===== src/rtl/layer_sequencer.sv =====
// layer_sequencer: runs conv1 -> conv2 -> conv3 and, between layers, streams
// each layer's output memory into the next layer's input memory one word per
// cycle. The host only loads layer-1 data and weights and pulses start.
module layer_sequencer #(
    parameter int ADDR_W     = 16,
    parameter int DATA_W     = 8,
    parameter int COPY12_LEN = 8192,
    parameter int COPY23_LEN = 1024
) (
    input  logic              clk,
    input  logic              nreset,
    input  logic              start,
    input  logic [2:0]        conv_finish,
    output logic [2:0]        en_conv,
    output logic [2:0]        rd_sel,
    output logic [ADDR_W-1:0] rd_addr,
    input  logic [DATA_W-1:0] rd_data,
    output logic [1:0]        wr_en,
    output logic [ADDR_W-1:0] wr_addr,
    output logic [DATA_W-1:0] wr_data,
    output logic [1:0]        layer,
    output logic              busy,
    output logic              done
);

    // One extra counter bit so a copy of 2^ADDR_W words reaches its terminal count.
    localparam int CW = ADDR_W + 1;
    localparam logic [CW-1:0] LEN12 = CW'(COPY12_LEN);
    localparam logic [CW-1:0] LEN23 = CW'(COPY23_LEN);

    typedef enum logic [2:0] {
        S_IDLE, S_RUN1, S_COPY1, S_RUN2, S_COPY2, S_RUN3, S_FIN
    } state_t;

    state_t            state_q, state_d;
    logic [CW-1:0]     cnt_q, cnt_d;
    logic [2:0]        en_conv_q, en_conv_d;
    logic [2:0]        rd_sel_q, rd_sel_d;
    logic [ADDR_W-1:0] rd_addr_q, rd_addr_d;
    logic [1:0]        wr_en_q, wr_en_d;
    logic [ADDR_W-1:0] wr_addr_q, wr_addr_d;
    logic [1:0]        layer_q, layer_d;
    logic              busy_q, busy_d;
    logic              done_q, done_d;

    logic              in_copy, rd_active, in_copy_next, rd_next;
    logic [CW-1:0]     cur_len, next_len;

    // Next state, copy counter and the next value of every registered output.
    always_comb begin
        state_d      = state_q;
        cnt_d        = '0;
        en_conv_d    = 3'b000;
        rd_sel_d     = 3'b000;
        rd_addr_d    = '0;
        wr_en_d      = 2'b00;
        wr_addr_d    = '0;
        layer_d      = 2'd0;
        busy_d       = 1'b0;
        done_d       = 1'b0;

        // A read is issued in the current cycle while the counter is below the length.
        in_copy   = (state_q == S_COPY1) || (state_q == S_COPY2);
        cur_len   = (state_q == S_COPY2) ? LEN23 : LEN12;
        rd_active = in_copy && (cnt_q < cur_len);

        unique case (state_q)
            S_IDLE:  if (start)          state_d = S_RUN1;
            S_RUN1:  if (conv_finish[0]) state_d = S_COPY1;
            S_COPY1: if (!rd_active)     state_d = S_RUN2;
            S_RUN2:  if (conv_finish[1]) state_d = S_COPY2;
            S_COPY2: if (!rd_active)     state_d = S_RUN3;
            S_RUN3:  if (conv_finish[2]) state_d = S_FIN;
            S_FIN:                       state_d = S_IDLE;
            default:                     state_d = S_IDLE;
        endcase

        // Counter advances only while reads remain; it is zero on every copy entry.
        if (rd_active) cnt_d = cnt_q + 1'b1;

        // Read side for the next cycle, derived from the next state and count.
        in_copy_next = (state_d == S_COPY1) || (state_d == S_COPY2);
        next_len     = (state_d == S_COPY2) ? LEN23 : LEN12;
        rd_next      = in_copy_next && (cnt_d < next_len);
        if (rd_next) begin
            rd_sel_d  = (state_d == S_COPY1) ? 3'b001 : 3'b010;
            rd_addr_d = cnt_d[ADDR_W-1:0];
        end

        // Write side trails the read by one cycle, matching the memory read latency.
        if (rd_active) begin
            wr_en_d   = (state_q == S_COPY1) ? 2'b01 : 2'b10;
            wr_addr_d = cnt_q[ADDR_W-1:0];
        end

        unique case (state_d)
            S_RUN1:  begin en_conv_d = 3'b001; layer_d = 2'd1; end
            S_COPY1: layer_d = 2'd1;
            S_RUN2:  begin en_conv_d = 3'b010; layer_d = 2'd2; end
            S_COPY2: layer_d = 2'd2;
            S_RUN3:  begin en_conv_d = 3'b100; layer_d = 2'd3; end
            S_FIN:   begin layer_d = 2'd3; done_d = 1'b1; end
            default: layer_d = 2'd0;
        endcase
        busy_d = (state_d != S_IDLE);
    end

    // State, counter and output registers; reset aborts any run immediately.
    always_ff @(posedge clk or negedge nreset) begin
        if (!nreset) begin
            state_q   <= S_IDLE;
            cnt_q     <= '0;
            en_conv_q <= 3'b000;
            rd_sel_q  <= 3'b000;
            rd_addr_q <= '0;
            wr_en_q   <= 2'b00;
            wr_addr_q <= '0;
            layer_q   <= 2'd0;
            busy_q    <= 1'b0;
            done_q    <= 1'b0;
        end else begin
            state_q   <= state_d;
            cnt_q     <= cnt_d;
            en_conv_q <= en_conv_d;
            rd_sel_q  <= rd_sel_d;
            rd_addr_q <= rd_addr_d;
            wr_en_q   <= wr_en_d;
            wr_addr_q <= wr_addr_d;
            layer_q   <= layer_d;
            busy_q    <= busy_d;
            done_q    <= done_d;
        end
    end

    assign en_conv = en_conv_q;
    assign rd_sel  = rd_sel_q;
    assign rd_addr = rd_addr_q;
    assign wr_en   = wr_en_q;
    assign wr_addr = wr_addr_q;
    assign layer   = layer_q;
    assign busy    = busy_q;
    assign done    = done_q;
    // rd_data already comes out of the memory's read register and lines up with
    // the registered write strobe; it is forced to zero whenever no write is issued.
    assign wr_data = (wr_en_q != 2'b00) ? rd_data : '0;

endmodule


===== config.mk =====
export PLATFORM = sky130hd
export DESIGN_NAME = layer_sequencer
export DESIGN_NICKNAME = d
export VERILOG_FILES = /design/src/rtl/layer_sequencer.sv
export SDC_FILE = /design/constraint.sdc
export NUM_CORES = 1
export LEC_CHECK = 0
export BUFFER_PORTS_ARGS = -buffer_cell sky130_fd_sc_hd__buf_2
export CORE_MARGIN = 2
export CORE_UTILIZATION = 56
export DETAILED_ROUTE_END_ITERATION = 10
export GPL_ROUTABILITY_DRIVEN = 0
export HOLD_SLACK_MARGIN = 0.08
export PLACE_DENSITY = 0.9
export SETUP_SLACK_MARGIN = 0.1
export SYNTH_ARGS = -nofsm -noshare
export SYNTH_HDL_FRONTEND = slang
export SYNTH_SLANG_ARGS = --single-unit

===== constraint.sdc =====
create_clock -name clk -period 5.6 [get_ports clk]
set_clock_uncertainty 0.15 [all_clocks]
set_input_delay 0.56 -clock clk [delete_from_list [all_inputs] [get_ports clk]]
set_output_delay 0.56 -clock clk [all_outputs]
set_load 0.02 [all_outputs]

Word-level counts from Yosys, hierarchy flattened
Index checks and enable logic that the tools add are counted.
{"block": "word_totals", "regBits": 64, "latchBits": 0, "input_bits": 14, "ram_bits": 0, "rom_bits": 0, "memories": 0}
{"block": "classes", "order_cmp": 2, "n_mux": 20, "n_addsub": 1, "div": 0, "n_shift": 0, "n_eq_ne": 11, "multipliers": 0, "n_bitwise": 0, "n_reduce_logical": 10}
{"cell": "$lt 17x14->1", "n": 2}
{"cell": "$mux 16", "n": 2}
{"cell": "$mux 14", "n": 2}
{"cell": "$mux 3", "n": 6}
{"cell": "$pmux 3 s6", "n": 1}
{"cell": "$add 17x1->17 const B", "n": 1}
{"cell": "$mux 17", "n": 1}
{"cell": "$eq 3x3->1 const B", "n": 5}
{"cell": "$eq 3x2->1 const B", "n": 4}
{"cell": "$pmux 3 s3", "n": 1}
{"cell": "$mux 2", "n": 4}
{"cell": "$mux 8", "n": 1}
{"cell": "$eq 3x1->1 const B", "n": 2}
{"cell": "$pmux 2 s3", "n": 1}
{"cell": "$reduce_or 2->1", "n": 3}
{"cell": "$logic_not 3->1", "n": 1}
{"cell": "$reduce_bool 3->1", "n": 1}
{"cell": "$logic_and 1x1->1", "n": 2}
{"cell": "$logic_or 1x1->1", "n": 2}
{"cell": "$reduce_bool 2->1", "n": 1}
{"cell": "$mux 1", "n": 1}

Logic depth before layout (Yosys ltp)
Gate-level depths: netlist of run 1.
{"block": "logic_depth", "word_depth": 11, "ltp_mapped": 16, "mapped_depth_nobuf": 14}

Worst setup path after synthesis of run 1
Ideal clock, no wire load.
{"block": "synth_path", "path_type": "flip-flop to flip-flop", "from": "register state_q[1]", "to": "register rd_sel_q[0] (netlist: rd_sel[0])", "setup_ps": 148, "period_less_slack_ps": 3663, "t_arrival_ps": 3365, "required_time_ps": 5302, "stages_incl_launch_ff": 14, "path_slack_ps": 1937, "cell_sequence": "dfrtp_1 -> nand2b_1 -> nor2_1 -> ha_1 -> or3b_1 -> a22oi_4 -> nand2_1 -> clkbuf_1 -> nor2_1 -> ha_1 -> o21ai_0 -> a211o_1 -> a211oi_2 -> nor3_1"}
{"item": "from (decl)", "line": "35", "rtl": "state_t state_q, state_d;"}
{"item": "from (signal assigned)", "line": "122", "rtl": "state_q <= state_d;"}
{"item": "$eq 3x3->1", "line": "63, 64"}
{"item": "$mux 14", "line": "64", "rtl": "cur_len = (state_q == S_COPY2) ? LEN23 : LEN12;"}
{"item": "$lt 17x14->1", "line": "65", "rtl": "rd_active = in_copy && (cnt_q < cur_len);"}
{"item": "$logic_and 1x1->1 *", "line": "65"}
{"item": "$mux 17 *", "line": "79", "rtl": "if (rd_active) cnt_d = cnt_q + 1'b1;"}
{"item": "net cnt_d[13]", "line": "36", "rtl": "logic [CW-1:0] cnt_q, cnt_d;"}
{"item": "$lt 17x14->1 *", "line": "84", "rtl": "rd_next = in_copy_next && (cnt_d < next_len);"}
{"item": "$logic_and 1x1->1 *", "line": "84"}
{"item": "$mux 2 *", "line": "85", "rtl": "if (rd_next) begin"}
{"item": "net rd_sel_d[0]", "line": "38", "rtl": "logic [2:0] rd_sel_q, rd_sel_d;"}
{"item": "to (signal assigned)", "line": "125", "rtl": "rd_sel_q <= rd_sel_d;"}
{"item": "to (decl)", "line": "38"}
Mark *: on every way through the listed nets, which the timed path passes. The rest lies on a longest branch.

Final worst setup path of run 1
{"block": "layout_path", "from": "register state_q[1]", "to": "register rd_addr_q[8] (netlist: rd_addr[8])"}
{"block": "layout_between", "elab_chain_cells": 11}
{"item": "$eq 3x3->1", "line": "63, 64, 67"}
{"item": "$mux 14", "line": "64"}
{"item": "$lt 17x14->1", "line": "65"}
{"item": "$logic_and 1x1->1", "line": "65"}
{"item": "$mux 3 (on tied branches)", "line": "72, 70"}
{"item": "$pmux 3 s6", "line": "67", "rtl": "unique case (state_q)"}
{"item": "$eq 3x3->1", "line": "82, 83"}
{"item": "$mux 14", "line": "83", "rtl": "next_len = (state_d == S_COPY2) ? LEN23 : LEN12;"}
{"item": "$lt 17x14->1", "line": "84"}
{"item": "$logic_and 1x1->1", "line": "84"}
{"item": "$mux 16 *", "line": "85"}
{"item": "net rd_addr_d[8]", "line": "39", "rtl": "logic [ADDR_W-1:0] rd_addr_q, rd_addr_d;"}
{"item": "to (signal assigned)", "line": "126", "rtl": "rd_addr_q <= rd_addr_d;"}
{"item": "to (decl)", "line": "39"}
Marked as above.

==> results of run 1 <==
cell usage after synthesis, drive strengths merged (5+ instances only):
| cell | number |
|---|---|
| dfrtp | 63 |
| nor2 | 23 |
| and3 | 19 |
| nand2 | 17 |
| nor4 | 11 |
| xor2 | 9 |
| clkbuf | 8 |
| nor2b | 8 |
| nand3 | 6 |
| inv | 5 |
| nand2b | 5 |
| o21ai | 5 |
power breakdown:
group | total (mW) | switching [mW] | internal, mW
clock network | 0.359 | 0.155 | 0.204
registers | 0.533 | 0.0326 | 0.500
logic | 0.396 | 0.265 | 0.130
stage by stage:
stage | setup slack [ps] | instance area (um2) | cells | power (mW)
after detailed placement | 1301 | 3014 | 348 | 0.9298
after global placement | 1450 | 3014 | 348 | 0.9199
final | 1136 | 3197 | 362 | 1.287
after floorplan | 1937 | 2668 | 239 | 0.8369
after global routing | 839.0 | 3197 | 362 | 1.355
after CTS | 1239 | 3197 | 362 | 1.294
worst max-delay path: stages, from the launching register on:
cell      delay, ps
dfrtp_1         440
nand2b_1        300
nor2_1          170
ha_1            280
or3b_1          410
a22oi_4         400
and2_1          380
o211ai_1        170
inv_1           100
ha_1            170
o21ai_0         100
a211o_1         280
a211oi_2        800
nor4_1          140
worst max path at each step:
stage,startpoint,end,slack [ps],depth (start not counted)
final,state_q[1],rd_addr[8],1140,13
after CTS,state_q[1],rd_sel[0],1240,13
after global routing,state_q[1],rd_sel[0],840,13
after global placement,state_q[1],rd_sel[0],1450,13
after detailed placement,state_q[1],rd_sel[0],1300,13
after floorplan,state_q[1],rd_sel[0],1940,13
cell type report:
class	count	area, um2	share of cell area [%]
repair buffers	66	335.3	10.49
inverters	5	18.77	0.5871
clock buffers	14	182.7	5.714
multi-input cells	160	1016	31.78
flip-flops and latches	63	1577	49.31
well taps	54	67.56	2.114
state kept, by name, summed over array words and instances (netlist names):
register and count:
wr_en 2, done 1, busy 1, wr_addr 16, cnt_q 17, state_q 3, rd_addr 16, rd_sel 2
layer 2, en_conv 3
routing by layer:
layer  vias to the layer above  share of wire [%]
met5                         -                  0
met4                         0                4.3
met3                        23                6.2
met2                        79                 50
met1                       980                 40
li1                        950                  -
logic make-up (layout without fill, tap and decap cells):
family          count (synthesis)  count (layout)  share of synthesized area (%)
simple gates                  111             111                          23.18
buf+inv                        16              85                          2.838
fa+ha+maj                       3               3                          1.419
flops                          63              63                          59.60
compound gates                 26              26                          8.420
mux                             1               1                         0.4257
xor+xnor                       12              12                          3.974
other cells                     1               7                         0.1418
==> flow_summary_export.csv, run 1 <==
group,metric,value,unit
finish,layout_commonest_cell,"buf_2",
finish,synthToLayoutAreaGrowth,20.86,%
sta,final-setup-viol-count,0,
sta,slew_headroom,38.93,%
floorplan,io_pins,66,
sta,rsz_0062_raised_after_global_routing,"false",
cts,tritoncts.num_buffers,9,
cts,postCtsSetupBuffers,0,
finish,most-common-layout-cells,"64 x buf_2, 63 x dfrtp_1, 22 x nor2_1",
logic_synthesis,dominantRegCellSynth,"dfrtp_1",
worst_setup_path,reg2regPathDepth,13,
power,p_per_area,402.7,nW/um2
sta,layout_min_cycle_time,4464,ps
floorplan,die_area,5289,um2
finish,antenna_cells,0,
global_route,grt_remaining_overflow,0,
run,maxCapViolations,0,
global_route,track_usage,23.15,%
routing,mean_routed_wirelength_per_cell,15.02,um
routing,ant_nets,0,
placement,buffer_ports.inserted,64,
worst_setup_path,path_max_fanout,17,
sta,finalCritPeriodShare,79.71,%
run_status,result_of_the_run,"finished, final reports clean",
global_route,grt_antenna_before_repair,0,
sta,fin_worst_hold_slack,217.3,ps
cts,cts-htree-levels,3,
logic_synthesis,synth_top_area_cell,"dfrtp_1",
global_route,groute.layer.met3.usage,5.939,%
cts,gates_resized_cts_repair,0,
finish,filler_cell_count,345,
hold_path,hold_path_class,"input port to asynchronous set/reset pin",
sta,fin_setup_tns,0,ps
routing,first_iteration_detailed_routing_drc_count,148,
logic_synthesis,synth_largest_type_area_fraction,59.60,%
worst_setup_path,rr_startpoint,"state_q[1]",
floorplan,initial_core_util,57.14,%
cts,cts_root_buf,"clkbuf_8",
cts,tritoncts_num_sinks,63,
routing,via_count,2032,
worst_setup_path,regToRegSetupSlack,1140,ps
floorplan,fp.dieW,72.73,um
sta,least_margin_pin_slew,914.3,ps
power,power.static_leakage,1.742,nW
global_route,grt_use_met1,30.05,%
global_route,maximum_number_of_pins_on_one_net_before_global_route_repair,64,
cts,clkTransAtPathRegs,60,ps
finish,final_core_utilization,69.05,%
logic_synthesis,synth.cell_area,2645,um2
worst_setup_path,category_of_the_worst_setup_path_launch_point,"flip-flop",
floorplan,rows,25,
sta,maxClockFrequency,224.0,MHz
logic_synthesis,synth.avg_cell_area,11.35,um2
finish,design.final.nets,322,
worst_setup_path,required,5630,ps
logic_synthesis,synth_edf_count,0,
cts,clk-insertion-delay-late,340,ps
worst_setup_path,crit_type,"flip-flop to flip-flop",
logic_synthesis,ys_types,48,
logic_synthesis,netlist_instances,233,
routing,drcViolationCount,0,
floorplan,die_height,72.73,um
logic_synthesis,count_of_synthesis_stage_warnings_from_yosys,0,
power,peakVddDrop,0.2945,mV
worst_setup_path,worstPathArrival,4490,ps
sta,final-hold-violation-count,0,
sta,finalMaxSlewViolations,0,
logic_synthesis,yosysSeqAreaShare,59.60,%
cts,postCtsHoldBufs,0,
logic_synthesis,synth.top_cells.by_area,"dfrtp_1 60%, and3_1 4.5%, nor2_1 3.1%",
routing,drtPass1Iterations,4,
global_route,grt_busiest_layer,"met2",
logic_synthesis,post_synthesis_sequential_element_count,63,
placement,dp.final_hpwl,3666,um
floorplan,core_region_area,4629,um2
cts,cts_tree,"done",
global_route,vias_in_the_first_global_route,1906,
finish,post_route_cells_drive_above_1_share,28.90,%
routing,totalWireLength,5438,um
logic_synthesis,postSynth.asyncResetShare,100.0,%
routing,post_drt_via_cell_ratio,5.613,
cts,ctsLongestPathBuffers,2,
worst_setup_path,crit_path_end_kind,"flip-flop",
worst_setup_path,r2r-end,"rd_addr[8]",
global_route,global_route.usage.met2,34.75,%
global_route,grt_pass1_wl,9094,um
(Power assumes the default switching activity.)
==> run 2, diff against run 1 <==
- CORE_UTILIZATION: 56 -> 52
- PLACE_DENSITY: 0.9 -> 0.85
- clock period: 5.6 -> 4.54 ns (I/O delays scaled with it)
==> run 2 against run 1 <==
Cell count rose by 4.7%. Utilization decreased by 1.7 points. Die area grew 7.3%. Worst setup slack worse by 800 ps. Largest power group unchanged.
==> flow_summary_export.csv, run 2 (same netlist as run 1, synthesis figures left out) <==
group,metric,value,unit
run_status,result_of_the_run,"finished, final reports clean",
hold_path,hold_path_class,"input port to asynchronous set/reset pin",
floorplan,die_height,75.32,um
cts,clk-insertion-delay-late,350,ps
floorplan,io_pins,66,
worst_setup_path,required,4630,ps
routing,drcViolationCount,0,
routing,ant_nets,0,
routing,mean_routed_wirelength_per_cell,14.41,um
finish,design.final.nets,324,
global_route,grt_antenna_before_repair,0,
power,p_per_area,501.7,nW/um2
finish,layout_commonest_cell,"buf_2",
sta,finalCritPeriodShare,92.51,%
global_route,grt_remaining_overflow,0,
worst_setup_path,regToRegSetupSlack,340,ps
placement,pre_cts_ws,469.5,ps
finish,post_route_cells_drive_above_1_share,30.13,%
routing,post_drt_via_cell_ratio,5.383,
floorplan,die_area,5673,um2
worst_setup_path,worstPathArrival,4290,ps
finish,final_core_utilization,67.32,%
placement,buffer_ports.inserted,64,
sta,slew_headroom,50.80,%
global_route,maximum_number_of_pins_on_one_net_before_global_route_repair,64,
sta,fin_setup_tns,0,ps
worst_setup_path,path_max_fanout,17,
placement,dp.cells,363,
power,power_after_layout,1.627,mW
sta,least_margin_pin_slew,738.0,ps
cts,postCtsSetupBuffers,0,
cts,gates_resized_cts_repair,0,
finish,synthToLayoutAreaGrowth,22.61,%
finish,final_cells,379,
sta,maxClockFrequency,238.1,MHz
sta,finalMaxSlewViolations,0,
finish,number_of_flip_flops_under_the_largest_register_name,17,
finish,most-common-layout-cells,"64 x buf_2, 63 x dfrtp_1, 22 x nor2_1",
floorplan,initial_core_util,54.91,%
power,power.static_leakage,1.745,nW
global_route,vias_in_the_first_global_route,1941,
cts,cts_root_buf,"clkbuf_8",
sta,final-setup-viol-count,0,
worst_setup_path,crit_type,"flip-flop to flip-flop",
placement,dp.final_hpwl,3830,um
cts,cts-htree-levels,3,
floorplan,rows,25,
sta,fin_worst_hold_slack,93.03,ps
sta,final-hold-violation-count,0,
routing,drtPass1Iterations,4,
routing,totalWireLength,5460,um
cts,ctsLongestPathBuffers,2,
power,peakVddDrop,0.3835,mV
run,maxCapViolations,0,
floorplan,fp.dieW,75.32,um
floorplan,core_region_area,4817,um2
global_route,grt_pass1_wl,9080,um
routing,first_iteration_detailed_routing_drc_count,178,
finish,registers.top_by_ff_count,"cnt_q",
sta,rsz_0062_raised_after_global_routing,"false",
sta,layout_setup_ws,339.8,ps
placement,dpl_cell_area,3045,um2
global_route,track_usage,21.76,%
finish,antenna_cells,0,
finish,final_cell_area,3243,um2
sta,layout_min_cycle_time,4200,ps
cts,tritoncts.num_buffers,9,
worst_setup_path,category_of_the_worst_setup_path_launch_point,"flip-flop",
worst_setup_path,crit_path_end_kind,"flip-flop",
cts,cts_tree,"done",
cts,clkTransAtPathRegs,70,ps
cts,postCtsHoldBufs,0,
cts,tritoncts_num_sinks,63,
routing,via_count,2040,
==> run 2: layout make-up <==
type	instances	area, um2
clock buffer	9	123.9
clock inverter	7	73.82
fill	390	1574
inverter	5	18.77
multi-input combinational	160	1016
sequential	63	1577
tap	67	83.83
timing repair buffer	68	350.3
==> run 2: report_power, final <==
part	total [mW]	internal [mW]	switching, mW
registers	0.659	0.616	0.0428
logic	0.489	0.163	0.327
clock network	0.479	0.252	0.226
total	1.63	1.03	0.596
==> run 2: routing by layer <==
metal | up-vias | track usage, % | share of wire, %
met4 | 0 | 10.33 | 2.2
li1 | 961 | - | -
met5 | - | 0 | 0
met3 | 14 | 5.026 | 5.5
met1 | 995 | 26.96 | 41
met2 | 70 | 36.23 | 51
==> run 2: final timing paths <==
path	cells after the start	endpoint	from
max	14	rd_addr[12]	state_q[1]
min	2	wr_addr[14]	nreset
max reg2reg	14	rd_addr[12]	state_q[1]
min reg2reg	1	rd_addr[12]	cnt_q[14]
max in group asynchronous	2	cnt_q[10]	nreset
min in group clk	2	done	conv_finish[2]
==> run 2: critical path: stages, from the launching register on <==
cell and delay [ps]:
dfrtp_1 460, nand2b_1 320, nor2_1 170, ha_1 290, or3b_1 420, a22oi_4 420, and2_1 220, o211ai_1 120
inv_1 90, ha_1 270, inv_1 110, a22oi_1 80, o221ai_1 260, o2111ai_4 340, nor4_1 370
